<file path="src/rtl/uart_pkg.sv">
// Shared types and constants for the memory-mapped UART transmitter.
// Optional even-parity framing is enabled by defining UART_TX_PARITY_EN.
package uart_pkg;

  typedef enum logic [2:0] {
    IDLE,
    START,
    DATA,
    PARITY,
    STOP
  } tx_state_t;

  localparam logic [2:0] TXDATA_OFS = 3'h0;
  localparam logic [2:0] STATUS_OFS = 3'h4;

  localparam int ST_FULL  = 0;
  localparam int ST_EMPTY = 1;
  localparam int ST_BUSY  = 2;
  localparam int ST_OVF   = 3;

  function automatic logic even_par(
    input logic [7:0] b
  );
    return ^b;
  endfunction

endpackage

</file>
<file path="src/rtl/uart_tx_fifo.sv">
// Byte-wide circular TX FIFO with wrapping pointers and an occupancy count.
// The caller guarantees push only when not full (or popping) and pop only when not empty.
module uart_tx_fifo #(
  parameter int DEPTH = 4
) (
  input  logic                   clk,
  input  logic                   reset,
  input  logic                   push_i,
  input  logic [7:0]             din_i,
  input  logic                   pop_i,
  output logic                   full_o,
  output logic                   empty_o,
  output logic [$clog2(DEPTH):0] count_o,
  output logic [7:0]             dout_o
);

  localparam int AW = $clog2(DEPTH);
  localparam logic [AW-1:0] PTR_ONE = AW'(1);
  localparam logic [AW:0]   CNT_ONE = (AW+1)'(1);
  localparam logic [AW:0]   CNT_MAX = (AW+1)'(DEPTH);

  logic [7:0]    mem_q [DEPTH];
  logic [AW-1:0] wptr_q, wptr_d;
  logic [AW-1:0] rptr_q, rptr_d;
  logic [AW:0]   cnt_q, cnt_d;

  always_comb begin
    wptr_d = wptr_q;
    rptr_d = rptr_q;
    cnt_d  = cnt_q;
    if (push_i) wptr_d = wptr_q + PTR_ONE;
    if (pop_i)  rptr_d = rptr_q + PTR_ONE;
    unique case ({push_i, pop_i})
      2'b10:   cnt_d = cnt_q + CNT_ONE;
      2'b01:   cnt_d = cnt_q - CNT_ONE;
      default: cnt_d = cnt_q;
    endcase
  end

  always_ff @(posedge clk) begin
    if (reset) begin
      wptr_q <= '0;
      rptr_q <= '0;
      cnt_q  <= '0;
    end else begin
      wptr_q <= wptr_d;
      rptr_q <= rptr_d;
      cnt_q  <= cnt_d;
    end
  end

  always_ff @(posedge clk) begin
    if (push_i) mem_q[wptr_q] <= din_i;
  end

  assign full_o  = (cnt_q == CNT_MAX);
  assign empty_o = (cnt_q == '0);
  assign count_o = cnt_q;
  assign dout_o  = mem_q[rptr_q];

endmodule

</file>
<file path="src/rtl/uart_tx_mmio.sv">
// Memory-mapped UART transmitter: store-bus decode, TX FIFO and 8N1 shift FSM.
// Define UART_TX_PARITY_EN to insert an even-parity bit between data and stop.
module uart_tx_mmio
  import uart_pkg::*;
#(
  parameter int          CLK_HZ     = 100_000_000,
  parameter int          BAUD       = 115200,
  parameter logic [31:0] BASE_ADDR  = 32'h0000_1000,
  parameter int          FIFO_DEPTH = 4
) (
  input  logic        clk,
  input  logic        reset,
  input  logic [1:0]  memwrite,
  input  logic [31:0] addr,
  input  logic [31:0] wd,
  output logic [31:0] rd,
  output logic        rd_sel,
  output logic        tx,
  output logic        busy
);

  localparam int DIV  = CLK_HZ / BAUD;
  localparam int CW   = $clog2(DIV);
  localparam int CNTW = $clog2(FIFO_DEPTH) + 1;
  localparam logic [CW-1:0] BAUD_LAST = CW'(DIV - 1);
  localparam logic [CW-1:0] BAUD_ONE  = CW'(1);

  tx_state_t state_q, state_d;

  logic [CW-1:0]   baud_q, baud_d;
  logic [2:0]      bitcnt_q, bitcnt_d;
  logic [7:0]      shreg_q, shreg_d;
  logic            ovf_q, ovf_d;
  logic            tick;
  logic            pop;
  logic            push;
  logic            drop;
  logic            wr, wr_data, wr_stat;
  logic            full, empty;
  logic [CNTW-1:0] fifo_cnt;
  logic [7:0]      fifo_dout;
  logic            unused_bits;

  assign rd_sel  = (addr[31:3] == BASE_ADDR[31:3]);
  assign wr      = rd_sel && (memwrite != 2'b00);
  assign wr_data = wr && (addr[2] == TXDATA_OFS[2]);
  assign wr_stat = wr && (addr[2] == STATUS_OFS[2]);

  // A pop in the same edge frees the slot, so a full FIFO still accepts.
  assign push = wr_data && (!full || pop);
  assign drop = wr_data && full && !pop;

  assign unused_bits = ^{addr[1:0], wd[31:8], fifo_cnt};

  uart_tx_fifo #(
    .DEPTH (FIFO_DEPTH)
  ) u_fifo (
    .clk     (clk),
    .reset   (reset),
    .push_i  (push),
    .din_i   (wd[7:0]),
    .pop_i   (pop),
    .full_o  (full),
    .empty_o (empty),
    .count_o (fifo_cnt),
    .dout_o  (fifo_dout)
  );

  assign ovf_d = drop |
                 (ovf_q & ~(wr_stat & wd[ST_OVF]));

  always_ff @(posedge clk) begin
    if (reset) ovf_q <= 1'b0;
    else       ovf_q <= ovf_d;
  end

  assign busy = (state_q != IDLE) || !empty;

  always_comb begin
    rd = '0;
    if (rd_sel && (addr[2] == STATUS_OFS[2])) begin
      rd[ST_FULL]  = full;
      rd[ST_EMPTY] = empty;
      rd[ST_BUSY]  = busy;
      rd[ST_OVF]   = ovf_q;
    end
  end

  assign tick = (baud_q == BAUD_LAST);

  always_ff @(posedge clk) begin
    if (reset) state_q <= IDLE;
    else       state_q <= state_d;
  end

  always_comb begin
    state_d = state_q;
    pop     = 1'b0;
    unique case (state_q)
      IDLE: begin
        if (!empty) begin
          pop     = 1'b1;
          state_d = START;
        end
      end
      START: begin
        if (tick) state_d = DATA;
      end
      DATA: begin
        if (tick && bitcnt_q == 3'd7) begin
`ifdef UART_TX_PARITY_EN
          state_d = PARITY;
`else
          state_d = STOP;
`endif
        end
      end
`ifdef UART_TX_PARITY_EN
      PARITY: begin
        if (tick) state_d = STOP;
      end
`endif
      STOP: begin
        if (tick) begin
          if (!empty) begin
            pop     = 1'b1;
            state_d = START;
          end else begin
            state_d = IDLE;
          end
        end
      end
      default: state_d = IDLE;
    endcase
  end

  // Every state entry happens on a tick or from IDLE, so this also
  // restarts the baud count on each state change.
  always_comb begin
    baud_d   = baud_q + BAUD_ONE;
    bitcnt_d = bitcnt_q;
    shreg_d  = shreg_q;
    if (state_q == IDLE || tick) baud_d = '0;
    if (state_q != DATA) begin
      bitcnt_d = '0;
    end else if (tick) begin
      bitcnt_d = bitcnt_q + 3'd1;
      shreg_d  = {1'b0, shreg_q[7:1]};
    end
    if (pop) shreg_d = fifo_dout;
  end

  always_ff @(posedge clk) begin
    if (reset) begin
      baud_q   <= '0;
      bitcnt_q <= '0;
      shreg_q  <= '0;
    end else begin
      baud_q   <= baud_d;
      bitcnt_q <= bitcnt_d;
      shreg_q  <= shreg_d;
    end
  end

`ifdef UART_TX_PARITY_EN
  logic par_q, par_d;

  assign par_d = pop ? even_par(fifo_dout) : par_q;

  always_ff @(posedge clk) begin
    if (reset) par_q <= 1'b0;
    else       par_q <= par_d;
  end
`endif

  always_comb begin
    tx = 1'b1;
    unique case (state_q)
      START:  tx = 1'b0;
      DATA:   tx = shreg_q[0];
`ifdef UART_TX_PARITY_EN
      PARITY: tx = par_q;
`endif
      default: tx = 1'b1;
    endcase
  end

endmodule

</file>
<file path="config.mk">
export PLATFORM = sky130hd
export DESIGN_NAME = uart_tx_mmio
export DESIGN_NICKNAME = d
export VERILOG_FILES = /design/src/rtl/uart_pkg.sv /design/src/rtl/uart_tx_fifo.sv /design/src/rtl/uart_tx_mmio.sv
export SDC_FILE = /design/constraint.sdc
export NUM_CORES = 1
export LEC_CHECK = 0
export CAP_MARGIN = 20
export CORE_ASPECT_RATIO = 0.75
export CORE_MARGIN = 10
export CORE_UTILIZATION = 49
export CTS_CLUSTER_SIZE = 10
export DETAILED_ROUTE_END_ITERATION = 6
export PLACE_DENSITY_LB_ADDON = 0.12
export SYNTH_ARGS = -nofsm -noshare
export SYNTH_HDL_FRONTEND = slang
export SYNTH_SLANG_ARGS = --single-unit
export TNS_END_PERCENT = 50
</file>
<file path="constraint.sdc">
create_clock -name clk -period 5.28 [get_ports clk]
set_input_delay 0.792 -clock clk [delete_from_list [all_inputs] [get_ports clk]]
set_output_delay 0.792 -clock clk [all_outputs]
set_load 0.005 [all_outputs]
</file>
==> flow_summary.toml <==
[pwr]
intPower_uw = 897
seqPwrFrac_pct = 49.6
power.clock.fraction_pct = 27.4
total_leakage_power_nw = 1.30
total_power_mw = 1.28
ir_drop_v = 0.000158
swShare_pct = 30.1
combPwrFrac_pct = 23.1
p_per_area_nw_per_um2 = 347
p_sw_uw = 386

[placed_design]
hpwl_um = 4650
portBuffers = 48
pre_cts_ws_ns = 1.69
post_dp_cell_area_um2 = 3530
gp_congestion = 0.772

[worst_setup_path]
cp-start-kind = "input port"
critical_path_arrival_ns = 2.80
worstPathRequired_ns = 4.49
crit_fanout = 5
endpoint_kind = "output pin"
crit_type = "in -> out"

[clock_network]
cts-hold-fix-buffers = 0
numCtsBuffers = 9
post_cts_resized = 0
cts_root_buffer = "clkbuf_8"
cts_setup_buffers = 0
clk-insertion-delay-late_ns = 0.34
cts_tree = "yes"
clk_path_buf_depth = 2
clkTransAtPathRegs_ns = 0.06
cts_max_level = 3
cts.sinks = 66

[layout]
ff_latch_area_um2 = 1640
final_cell_area_um2 = 3690
multi_input_area_um2 = 1290
nFillCells = 499
syn_to_final_growth_pct = 19.1
layout-drive-gt1-share_pct = 11.1
layout.nets = 396
diodes = 0

[sta]
final.setup.worst_slack_ns = 1.69
tightestPinTransition_ns = 0.876
fin_crit_sh_pct = 68.0
finalSetupViolCount = 0
maxSlewViolCount = 0
hold_violations = 0
fin_setup_tns_ns = 0
relSlewSlack_pct = 41.4
fin_crit_ns = 3.59
rsz0062_at_grt = "false"
fmax_mhz = 278
finClkSkew_ns = 0.00643
hold-worst-slack_ns = 0.459

[floorplanning]
start_util_pct = 51.9
die_h_um = 88.9
die_width_um = 112
io_pins = 103
rows = 24
coreArea_um2 = 5980
dieArea_um2 = 9940

[global_routing]
grt_max_degree = 24
grtUsageTotal_pct = 12.8
grt_first_pass_wirelength_um = 10100
gr-total-overflow = 0
antenna_found_initial = 0
grt_pass1_vias = 2058

[synthesis]
syn_avg_cell_area_um2 = 11.5
yosysTopAreaCell = "edfxtp_1"
ys_ff_latch = 66
yosys-top-cells-area = "edfxtp_1, dfxtp_1, buf_4"
synth_edf_count = 32
synth.top_cell.area_share_pct = 31.0
synth.cell_area_um2 = 3100
yosysSeqAreaShare_pct = 53.0
postSynthCellCount = 270
synth_warnings = 0
synth.distinct_cells = 50
synth_ff_type = "dfxtp_1"
async_flop_share_pct = 0

[drt]
routed.top_layer = "met4"
wl_met1_um = 2740
wirelength_um = 6180
first_pass_iters = 4
route.antenna.remaining_nets = 0
vias = 2068
drcViolationCount = 0
drt_iter0_markers = 114
via_per_inst = 5.13
route.met3.wl_um = 722
post_drt_wl_per_cell_um = 15.3
dr_wl_met2_um = 2680

[outcome]
status = "finished, final reports clean"

[job]
drv_cap = 0

[min_path]
min_path_type = "reg -> reg"
-- per-stage QoR --
stage	std cells	utilization [%]
after floorplan	297	-
after global placement	387	59.1
after detailed placement	387	59.1
after CTS	403	61.8
after global routing	403	61.8
final	403	61.8
-- state kept, by name, indices dropped and copies added (netlist names), named ones only --
signal and cells:
bitcnt_q 3, ovf_q 1, shreg_q 8, u_fifo.wptr_q 2, u_fifo.mem_q 32, baud_q 10, u_fifo.count_o 3, state_q 3
u_fifo.rptr_q 2
-- cell type report --
class | count | area share [%]
Multi-Input combinational cell | 189 | 34.9
Inverter | 6 | 0.610
Clock buffer | 10 | 3.46
Timing Repair Buffer | 48 | 13.0
Tap cell | 78 | 2.64
Sequential cell | 66 | 44.5
Clock inverter | 6 | 0.915
-- synthesized netlist by cell type (2+ instances only) --
cell type / n
dfxtp_1: 34
edfxtp_1: 32
nor2_1: 32
buf_4: 28
nand2_1: 24
a21oi_1: 9
mux4_2: 8
nor3_1: 8
ha_1: 7
nor4_1: 7
clkbuf_1: 6
inv_1: 6
nand3_1: 6
xnor2_1: 6
xor2_1: 6
a22oi_1: 3
a311oi_1: 3
and3_1: 3
o22ai_1: 3
and2_1: 2
and2_2: 2
and3_2: 2
and4_1: 2
mux2i_1: 2
o21ai_0: 2
or3_1: 2
or3_2: 2
-- kinds of logic (layout without fill, tap and decap cells) --
logic type | after synthesis | count (layout) | synth area share (%)
DFF | 66 | 66 | 53.0
AOI/OAI and AO/OA | 26 | 26 | 6.62
muxes | 11 | 11 | 6.82
and+or+nand+nor | 104 | 104 | 17.9
buffers and inverters | 42 | 70 | 8.72
other | 1 | 28 | 0.121
adders and majority gates | 8 | 8 | 3.47
xor gates and xnor gates | 12 | 12 | 3.39
-- power by group through the flow --
stage	registers [mW]	clock network (mW)	logic, mW
finish	0.636	0.351	0.296
global route	0.646	0.378	0.333
CTS	0.636	0.360	0.297
detailed placement	0.646	0	0.296
global placement	0.646	0	0.291
floorplan	0.614	0	0.252
-- worst paths after layout --
kind               startpoint  slack [ns]  cells past startpoint                end
setup / recovery     addr[14]        1.69                      7              rd[0]
hold / removal    bitcnt_q[2]        0.46                      2        bitcnt_q[2]
setup reg to reg    baud_q[0]        2.26                      8  u_fifo.count_o[2]
hold reg to reg   bitcnt_q[2]        0.46                      2        bitcnt_q[2]
-- routing by layer --
layer  GRT usage (%)  vias up
met4            4.77        0
li1                -     1016
met3            7.84        4
met2            18.7       86
met5               0        -
met1            15.0      962
-- cell usage in the layout, fill, tap and decap left out, types with 7 or more instances in the layout --
cell type	instances
a21oi_1	9
clkbuf_8	9
clkdlybuf4s50_1	48
conb_1	28
dfxtp_1	34
edfxtp_1	32
ha_1	7
mux4_2	8
nand2_1	24
nor2_1	32
nor3_1	8
nor4_1	7
-- worst max-delay path: stages --
cell	delay (ns)
clkdlybuf4s50_1	0.40
nor4b_1	0.29
and4_1	0.26
and2_0	0.27
nand2_1	0.14
nor2_1	0.13
clkdlybuf4s50_1	0.53
No activity file was read; power rests on OpenSTA's default activity.
